[src/rtl/mux8_rr_sched.sv]
`default_nettype none
// ============================================================================
// Module      : mux8_rr_sched
// Description : Round-robin scheduler for an 8:1 data mux. It grants one
//               requesting channel at a time, limits each grant to MAX_HOLD
//               cycles and inserts a one-cycle gap between grants. All
//               outputs are registered.
// Revision    : 1.0 - initial release
// ============================================================================
module mux8_rr_sched #(
  parameter int MAX_HOLD = 4  // max consecutive grant cycles, 1..255
) (
  input  logic       clk,
  input  logic       rst,
  input  logic [7:0] req,
  input  logic       ack,
  output logic [2:0] sel,
  output logic       en,
  output logic [7:0] gnt,
  output logic       expired
);

  localparam logic [7:0] c_MAX_HOLD = 8'(MAX_HOLD);

  typedef enum logic [1:0] {
    S_IDLE  = 2'd0,
    S_GRANT = 2'd1,
    S_GAP   = 2'd2
  } state_t;

  state_t     r_state;
  logic [2:0] r_ptr;    // first channel considered in the next arbitration
  logic [7:0] r_hold;   // cycles the current grant has been held

  logic [2:0] w_winner;
  logic [2:0] w_idx;
  logic       w_found;
  logic       w_any;
  logic       w_timeout;
  logic       w_exit;

  // Round-robin pick: first set request scanning upward from r_ptr, wrapping 7->0.
  always_comb begin
    w_winner = r_ptr;
    w_idx    = r_ptr;
    w_found  = 1'b0;
    for (int i = 0; i < 8; i++) begin
      w_idx = r_ptr + 3'(i);
      if (!w_found && req[w_idx]) begin
        w_winner = w_idx;
        w_found  = 1'b1;
      end
    end
  end

  assign w_any     = |req;
  assign w_timeout = (r_hold == c_MAX_HOLD);
  // A grant ends on acknowledge, on the grantee dropping its request, or on timeout.
  assign w_exit    = ack | ~req[sel] | w_timeout;

  // Scheduler state machine; every output is a flop updated here.
  always_ff @(posedge clk) begin
    if (rst) begin
      r_state <= S_IDLE;
      r_ptr   <= 3'd0;
      r_hold  <= 8'd0;
      sel     <= 3'd0;
      en      <= 1'b0;
      gnt     <= 8'h00;
      expired <= 1'b0;
    end else begin
      expired <= 1'b0;
      case (r_state)
        // IDLE and the one-cycle GAP behave alike: start a grant if anyone asks.
        // ack is ignored in both.
        S_IDLE, S_GAP: begin
          if (w_any) begin
            r_state <= S_GRANT;
            sel     <= w_winner;
            en      <= 1'b1;
            gnt     <= 8'b1 << w_winner;
            r_hold  <= 8'd1;
          end else begin
            r_state <= S_IDLE;
          end
        end
        S_GRANT: begin
          if (w_exit) begin
            r_state <= S_GAP;
            r_ptr   <= sel + 3'd1;   // wraps naturally modulo 8
            en      <= 1'b0;
            gnt     <= 8'h00;
            r_hold  <= 8'd0;
            // Only a pure timeout (still requesting, not acknowledging) is flagged.
            expired <= w_timeout & ~ack & req[sel];
          end else begin
            r_hold  <= r_hold + 8'd1;
          end
        end
        default: begin
          r_state <= S_IDLE;
        end
      endcase
    end
  end

endmodule
`default_nettype wire

[config.mk]
export PLATFORM = sky130hd
export DESIGN_NAME = mux8_rr_sched
export DESIGN_NICKNAME = d
export VERILOG_FILES = /design/src/rtl/mux8_rr_sched.sv
export SDC_FILE = /design/constraint.sdc
export NUM_CORES = 1
export LEC_CHECK = 0
export ABC_CLOCK_PERIOD_IN_PS = 4600
export BUFFER_PORTS_ARGS = -buffer_cell sky130_fd_sc_hd__clkbuf_2
export CAP_MARGIN = 20
export CORE_ASPECT_RATIO = 1.5
export CORE_MARGIN = 5
export CORE_UTILIZATION = 40
export CTS_CLUSTER_SIZE = 25
export DETAILED_ROUTE_END_ITERATION = 6
export PLACE_DENSITY = 0.6
export SLEW_MARGIN = 20
export SYNTH_ARGS = -nofsm -noshare
export SYNTH_HDL_FRONTEND = slang
export SYNTH_SLANG_ARGS = --single-unit
[constraint.sdc]
create_clock -name clk -period 4.6 [get_ports clk]
set_clock_uncertainty 0.05 [all_clocks]
set_input_delay 0 -clock clk [delete_from_list [all_inputs] [get_ports clk]]
set_output_delay 0 -clock clk [all_outputs]
set_load 0.02 [all_outputs]
==> results, run 1 <==
- The global-route met3 utilization is around 1.4%.
- STA classifies the critical path startpoint as a flop.
- Data on the critical path arrives at its endpoint at around 3.5 ns.
- Counting instances, the worst hold path has a depth of 2.
- The global-route total usage across every layer is between 15 and 20%.
- In this run the mean area of a mapped cell was between 9 and 10 sq um.
- The worst setup path is captured at a flop.
- Synthesis produced between 200 and 300 cells.
- When the netlist entered floorplanning its net count stood at roughly 270.
- The register-to-register setup slack is 1.24 ns.
- The number of library cell types mapped by synthesis is 61.
- The per-cell via count in the routed design is roughly 6.
- The critical register-to-register path startpoint is r_ptr[1].
- The growth of design area from synthesis to finish is 4.79%.
- The worst register-to-register path has a depth of 11.
- Input and output buffers added on the ports amount to 23.
- The final routed DRC violation total is 0.
- The startpoint of the worst hold path is rst.
- The floorplan has 34 rows.
- The die is between 70 and 80 microns wide.
- The hold buffer count at cts is 1.
- The share of synthesized area occupied by flip-flops and latches is between 20% and 30%.
- The count of endpoints failing hold in the final timing report is 0.
- The share of synthesized area in the top cell type comes to between 20 and 25%.
- The total leakage power is just over 0.9 nW.
- The number of flops mapped to enable cells by yosys is 0.
- The achievable frequency is around 0.30 GHz.
- The initial antenna violation count is 0.
- The flip-flop cell with the highest count after synthesis is dfxtp_1.
- The die area is approximately 7700 sq um.
- For the pin with the worst max-slew slack, the measured transition is around 0.95 ns.
- Once detailed placement completed, the half-perimeter wirelength came to 4.48 mm.
- The number of clock sinks seen by CTS is 26.
- Across the VDD grid, the largest voltage drop is 0.000212 V.
- The ratio of total power to cell area is ~380 nW/um^2.
- The routed layout has around 2000 vias.
- The number of diodes is 0.
- The required time of the worst setup path is 4.71 ns.
- Summed over all layers, the routed wires come to between 5 and 6 mm.
- The count of endpoints failing setup in the final report is 0.
- The violation count after the first detailed-routing iteration is 178.
- In this run the worst path has a maximum fanout of 9.
- Setup repair after global routing left no endpoint under its margin.
- The library cells used most frequently in the layout, excluding fill and tap cells, are dfxtp_1, nand2_1, clkbuf_2.
- The die outline height is 105 microns.
- The maximum number of pins on one net before global-route repair is 24.
- Buffers inserted during clock tree synthesis total 3.
- The tool flagged a number of max-cap violations equal to 0.
- By area the synthesized netlist is led by dfxtp_1, mux4_2, mux2i_1.
- The worst-skew pair later-pin latency is 0.27 ns.
- Counting flops with an async set or reset pin after synthesis yields a share of 0%.
- The register bit count reported by yosys is 26.
- The biggest area contributor in the post-synthesis netlist is dfxtp_1.
- In the final design database the tool counted about 280 nets.
- After layout, the worst path uses between 70 and 80% of the clock period.
- In this run the deepest clock path goes through 2 buffers.
- The remaining max-slew budget at the tightest pin is roughly 36%.
- The path with the worst hold slack has its endpoint at r_hold[3].
- The area of the core is between 5000 and 6000 sq um.
- Power comes to between 0.9 and 1 mW.
- Clock tree synthesis selected as its root buffer the cell clkbuf_8.
- The global-route congestion overflow total is 0.
- The global-route wire length before repair is around 9.8 mm.
- The synthesized netlist occupies a cell area of roughly 2400 sq um.
- The average wire per standard cell is ~17 microns.
- The number of gates resized after cts is 0.
- In this run the post-CTS setup repair buffer count came out at 0.
- The worst register-to-register path ends at gnt[3].
- For this run, the number of Yosys warnings is 0.
- The starting density of the core is between 40% and 50%.
- The final weighted congestion of routability-driven global placement is 0.907.
- The total negative setup slack is 0 ns.
- The number of placed I/O pins is 24.
- After global routing, the most crowded layer is met2.
- The clock period could shrink to 3.36 ns.
- The global-route met2 utilization is ~29%.
- The leading cell type in the layout, fill and taps excluded is dfxtp_1.
- The max-slew violation count is 0.
- The start-to-end type of the worst setup path is flop to flop.
- The class of the tightest hold or removal check is primary input to flop.
- The fraction of final layout cells sized beyond drive strength 1 is between 20 and 25%.
- TritonCTS built the clock tree.
- The number of global-route vias before repair is a little over 2000.
- The count of nets left with antenna violations once routing finished came out at 0.
- Clock-pin slew was measured on the worst setup and hold paths at ~0.10 ns.
- The flow ran to the end, and the final reports show no timing, DRC or antenna violations.
- CTS built an H-tree with a depth of 1.
- The first detailed-routing pass took 4 iterations.
- For this run, global-route usage on met1 was measured as around 17%.
layout make-up:
| class | count | area (sq um) |
|---|---|---|
| fill | 595 | 3310 |
| multi-input combinational | 202 | 1660 |
| sequential | 26 | 520 |
| timing repair buffer | 28 | 155 |
| tap | 72 | 90.1 |
| clock buffer | 3 | 41.3 |
| clock inverter | 1 | 30.0 |
| inverter | 7 | 26.3 |
through the flow:
stage	util [%]	std cells	hold WS, ns	setup slack [ns]	instance area [sq um]
6_report	43.2	339	0.114	1.24	2520
3_3_place_gp	41.8	334	0.142	1.30	2440
3_5_place_dp	41.8	334	0.139	1.26	2440
5_1_grt	43.2	339	0.153	0.895	2520
2_1_floorplan	-	256	0.0267	1.63	2400
4_1_cts	43.2	339	0.123	1.25	2520
worst max-delay path: stages, from the launching register on:
cell      delay, ns
dfxtp_1        0.34
clkinv_1       0.21
ha_1           0.55
buf_4          0.25
mux2i_1        0.24
mux2i_1        0.11
o221ai_1       0.54
o22ai_1        0.14
a32o_1         0.24
o32ai_2        0.32
or2_1          0.18
o21ai_1        0.07
kinds of logic after synthesis:
group / count (synthesis) / synth area share [%]
compound gates: 65 / 19.9
flops: 26 / 21.7
xor+xnor: 4 / 2.24
buf+inv: 28 / 9.47
simple gates: 90 / 18.8
fa+ha+maj: 5 / 2.60
mux: 38 / 25.4
cell usage after synthesis, types with 3 or more instances:
library cell  number
a21oi_1           17
and3_1             4
inv_1              6
nor3_1             5
mux4_2            16
buf_2              6
o21ai_0            7
nand3_1           10
o21a_1             3
or3_1              3
nor2_1            20
nand2_1           24
nor2b_1            3
clkbuf_8           4
nand2b_1           6
nand3b_1           5
dfxtp_1           26
o21ai_1            9
ha_1               5
mux2i_1           20
buf_6              4
worst max-delay path by stage:
stage,start,to,cells past startpoint,slack (ns)
floorplan,r_ptr[0],gnt[3],14,1.63
global placement,r_ptr[0],gnt[3],10,1.30
global route,r_ptr[1],gnt[0],11,0.90
finish,r_ptr[1],gnt[3],11,1.24
detailed placement,r_ptr[0],gnt[7],9,1.26
CTS,r_ptr[0],gnt[7],9,1.25
routing by layer:
metal  up-vias  wire length [microns]
li1        979                      -
met1       990                   2210
met2        56                   3310
met3        12                    199
met4         0                    154
met5         -                      0
state kept, by name (all words and copies together) (netlist names):
name,count
gnt,8
r_hold,8
r_ptr,3
sel,3
r_state,2
en,1
expired,1
where the power goes:
| part | leakage [nW] | switching, mW | internal [mW] |
|---|---|---|---|
| sequential | 0.212 | 0.0259 | 0.248 |
| combinational | 0.665 | 0.277 | 0.206 |
| clock | 0.0357 | 0.0744 | 0.116 |
| total | 0.913 | 0.377 | 0.570 |
(Power assumes the default switching activity.)
==> inputs of run 2 (changes only) <==
Settings changed: ABC_CLOCK_PERIOD_IN_PS 4600 to 3230.
Clock period 4.6 ns to 3.23 ns, I/O delays scaled along.
==> run 2 against run 1 <==
Non-clock buffer count rose by 7; utilization rose by 0.94 points; cell count rose by 2.1%; die area did not move; critical path depth fell by 1; wire length rose by 1.1%; worst setup slack got worse by 1.0 ns; register-to-register slack got worse by 1.0 ns; worst hold slack improved by 0.0045 ns; clock power rose by 41%; sequential share of layout area fell by 0.44 points; critical endpoint unchanged.
==> results, run 2 (synthesis results as in run 1) <==
- The flow ran to the end, and the final reports show no timing, DRC or antenna violations.
- The detailed-route via count is between 2000 and 2500.
- No sink is reached through more buffers than the 2 on the longest clock path.
- Setup repair after global routing left no endpoint under its margin.
- Setup violations remaining at the end of the flow were counted as 0.
- The worst register-to-register path has a depth of 10.
- TritonCTS built the clock tree.
- Of all nets on the critical path, the largest fanout is 23.
- In the final layout, the registers with the most flip-flops are gnt: 8 flops, r_hold: 8 flops.
- The max-capacitance violation count is 0.
- The worst slack after detailed placement is between 0.09 and 0.1 ns.
- Once the clock tree was built, the setup fixing pass inserted 0 buffers.
- The global-route total usage across every layer is between 15 and 20%.
- The number of clock sinks seen by CTS is 26.
- The clock root buffer is clkbuf_8.
- The number of global-route vias before repair is about 2000.
- The cell depth of the worst hold path is 2.
- The count of endpoints failing hold in the final timing report is 0.
- The critical path is of the flop to flop type.
- The die is ~100 microns tall.
- Global routing consumed, on the met2 layer, 30.2% of the routing resources.
- The max-slew violation count is 0.
- Measured along the x axis, the die boundary spans between 70 and 80 microns.
- In the routed design, unresolved DRC markers number 0.
- Power spread over the standard cell area amounts to 530 nW/um^2.
- The initial antenna violation count is 0.
- The routed design has around 5.9 mm of wire.
- The global-route met3 utilization is 1.25%.
- The ratio of final minimum period to clock period is 93.2%.
- The HPWL after detailed placement is roughly 4.5 mm.
- The floorplan has 34 rows.
- The worst-skew pair later-pin latency is 0.27 ns.
- The reg-to-reg endpoint is gnt[3].
- The starting density of the core is slightly above 40%.
- The startpoint identified for the worst register-to-register timing path is r_ptr[0].
- The post-route minimum period is 3.01 ns.
- For hold timing, the worst endpoint is r_hold[4].
- Cells with a size suffix above 1 make up between 20% and 30% of the layout.
- The worst setup path is captured at a flop.
- The leading cell type in the layout, fill and taps excluded is dfxtp_1.
- The startpoint of the worst hold path is rst.
- The growth of design area from synthesis to finish is 7.08%.
- The global-route congestion overflow total is 0.
- The min-delay analysis places its worst path in the category primary input to flop.
- Leaving out fill and tap cells, the most frequent cells in the layout are dfxtp_1, nand2_1, clkbuf_2.
- The maximum resistive drop on vdd is 0.000450 V.
- The final-stage net count is a little under 300.
- The kind of start point of the critical path is a flop.
- The slowest stage of the critical path belongs to the cell mux4_2.
- Input and output buffers added on the ports amount to 23.
- The area of the core is a little under 6000 sq um.
- Traced cell by cell, the critical path runs through buf_4 > ha_1 > mux4_2 > mux2i_1 > a22o_4 > nand2_1 > a32o_1 > o32ai_2 > or2_1 > o21ai_1.
- In the final routed layout, each cell accounts on average for about 17 microns.
- Buffers inserted during clock tree synthesis total 3.
- The per-cell via count in the routed design is 5.94.
- The clock-pin transition on the worst setup and hold timing paths is approximately 0.09 ns.
- The first global-routing pass estimated 9.83 mm of wire.
- The critical path data arrival time is roughly 3.1 ns.
- The remaining antenna violation count is 0.
- The busiest metal layer after global routing is met2.
- The number of diodes is 0.
- The remaining max-slew budget at the tightest pin is a little over half.
- Adding up every negative setup slack in the final design gives 0 ns.
- The total power after layout is 1.36 mW.
- The setup slack after layout is around 0.22 ns.
- After the first detailed-routing iteration, the DRC count stood at around 170.
- The number of placed I/O pins is 24.
- Entering global routing, the biggest net connects 24 pins.
- Setup slack on the worst reg-to-reg path comes out at 0.22 ns.
- For the worst setup path, the data required time is around 3.3 ns.
- The maximum level of the CTS H-tree is 1.
- The final weighted congestion of routability-driven global placement is ~0.82.
- The analysis attributes to cell leakage a power of 0.947 nW.
- In the global route stage, met1 resource usage came out at between 10% and 20%.
- The final design utilization is around 44%.
- Based on the critical path, the design can be clocked at up to approximately 0.33 GHz.
- The die covers between 7000 and 8000 sq um.
- The count of TritonRoute iterations in the first routing pass is 4.
- In this design, the stage delay of the slowest critical-path cell is roughly 0.51 ns.
- The transition time at the pin with the least slew margin is a little under 0.7 ns.
==> run 2: through the flow <==
stage,instances,hold slack (ns),area [sq um]
6_report,346,0.118,2570
5_1_grt,346,0.171,2570
4_1_cts,346,0.121,2570
3_5_place_dp,341,0.146,2490
3_3_place_gp,341,0.152,2490
2_1_floorplan,256,0.0267,2400
==> run 2: how the worst max path moves through the flow <==
stage	start	end	cells after the start
2_1_floorplan	r_ptr[0]	gnt[3]	14
3_3_place_gp	r_ptr[1]	gnt[1]	11
3_5_place_dp	r_ptr[1]	gnt[5]	11
4_1_cts	r_ptr[1]	gnt[5]	11
5_1_grt	r_ptr[0]	gnt[3]	11
6_report	r_ptr[0]	gnt[3]	10
==> run 2: repair_timing <==
item                                    CTS  global route
hold buffers                              1             0
resized for setup                         0             2
endpoints found under the setup margin    0             9
endpoints found under the hold margin     1             0
==> run 2: routing by layer <==
layer / wire length (microns) / vias up / part of all wire (%)
met5: 0 / - / 0
met4: 124 / 0 / 2.1
met3: 191 / 10 / 3.2
met2: 3470 / 43 / 58
met1: 2150 / 1007 / 36
li1: - / 996 / -
==> run 2: worst max-delay path, delay by kind of cell (launching register included) <==
family	cells	cell delay [ns]
compound gates	4	0.87
simple gates	2	0.23
mux	2	0.80
flops	1	0.33
fa+ha+maj	1	0.29
buf+inv	1	0.31
==> run 2: power by group <==
part           internal [mW]  switching (mW)  leakage (nW)
clock                  0.166           0.103        0.0357
combinational          0.311           0.395         0.700
sequential             0.353          0.0358         0.212
==> run 2: layout make-up <==
type,instances,area [sq um]
Timing Repair Buffer,35,208
Clock buffer,3,41.3
Tap cell,72,90.1
Sequential cell,26,520
Clock inverter,1,30.0
Fill cell,570,3250
Inverter,7,26.3
Multi-Input combinational cell,202,1660
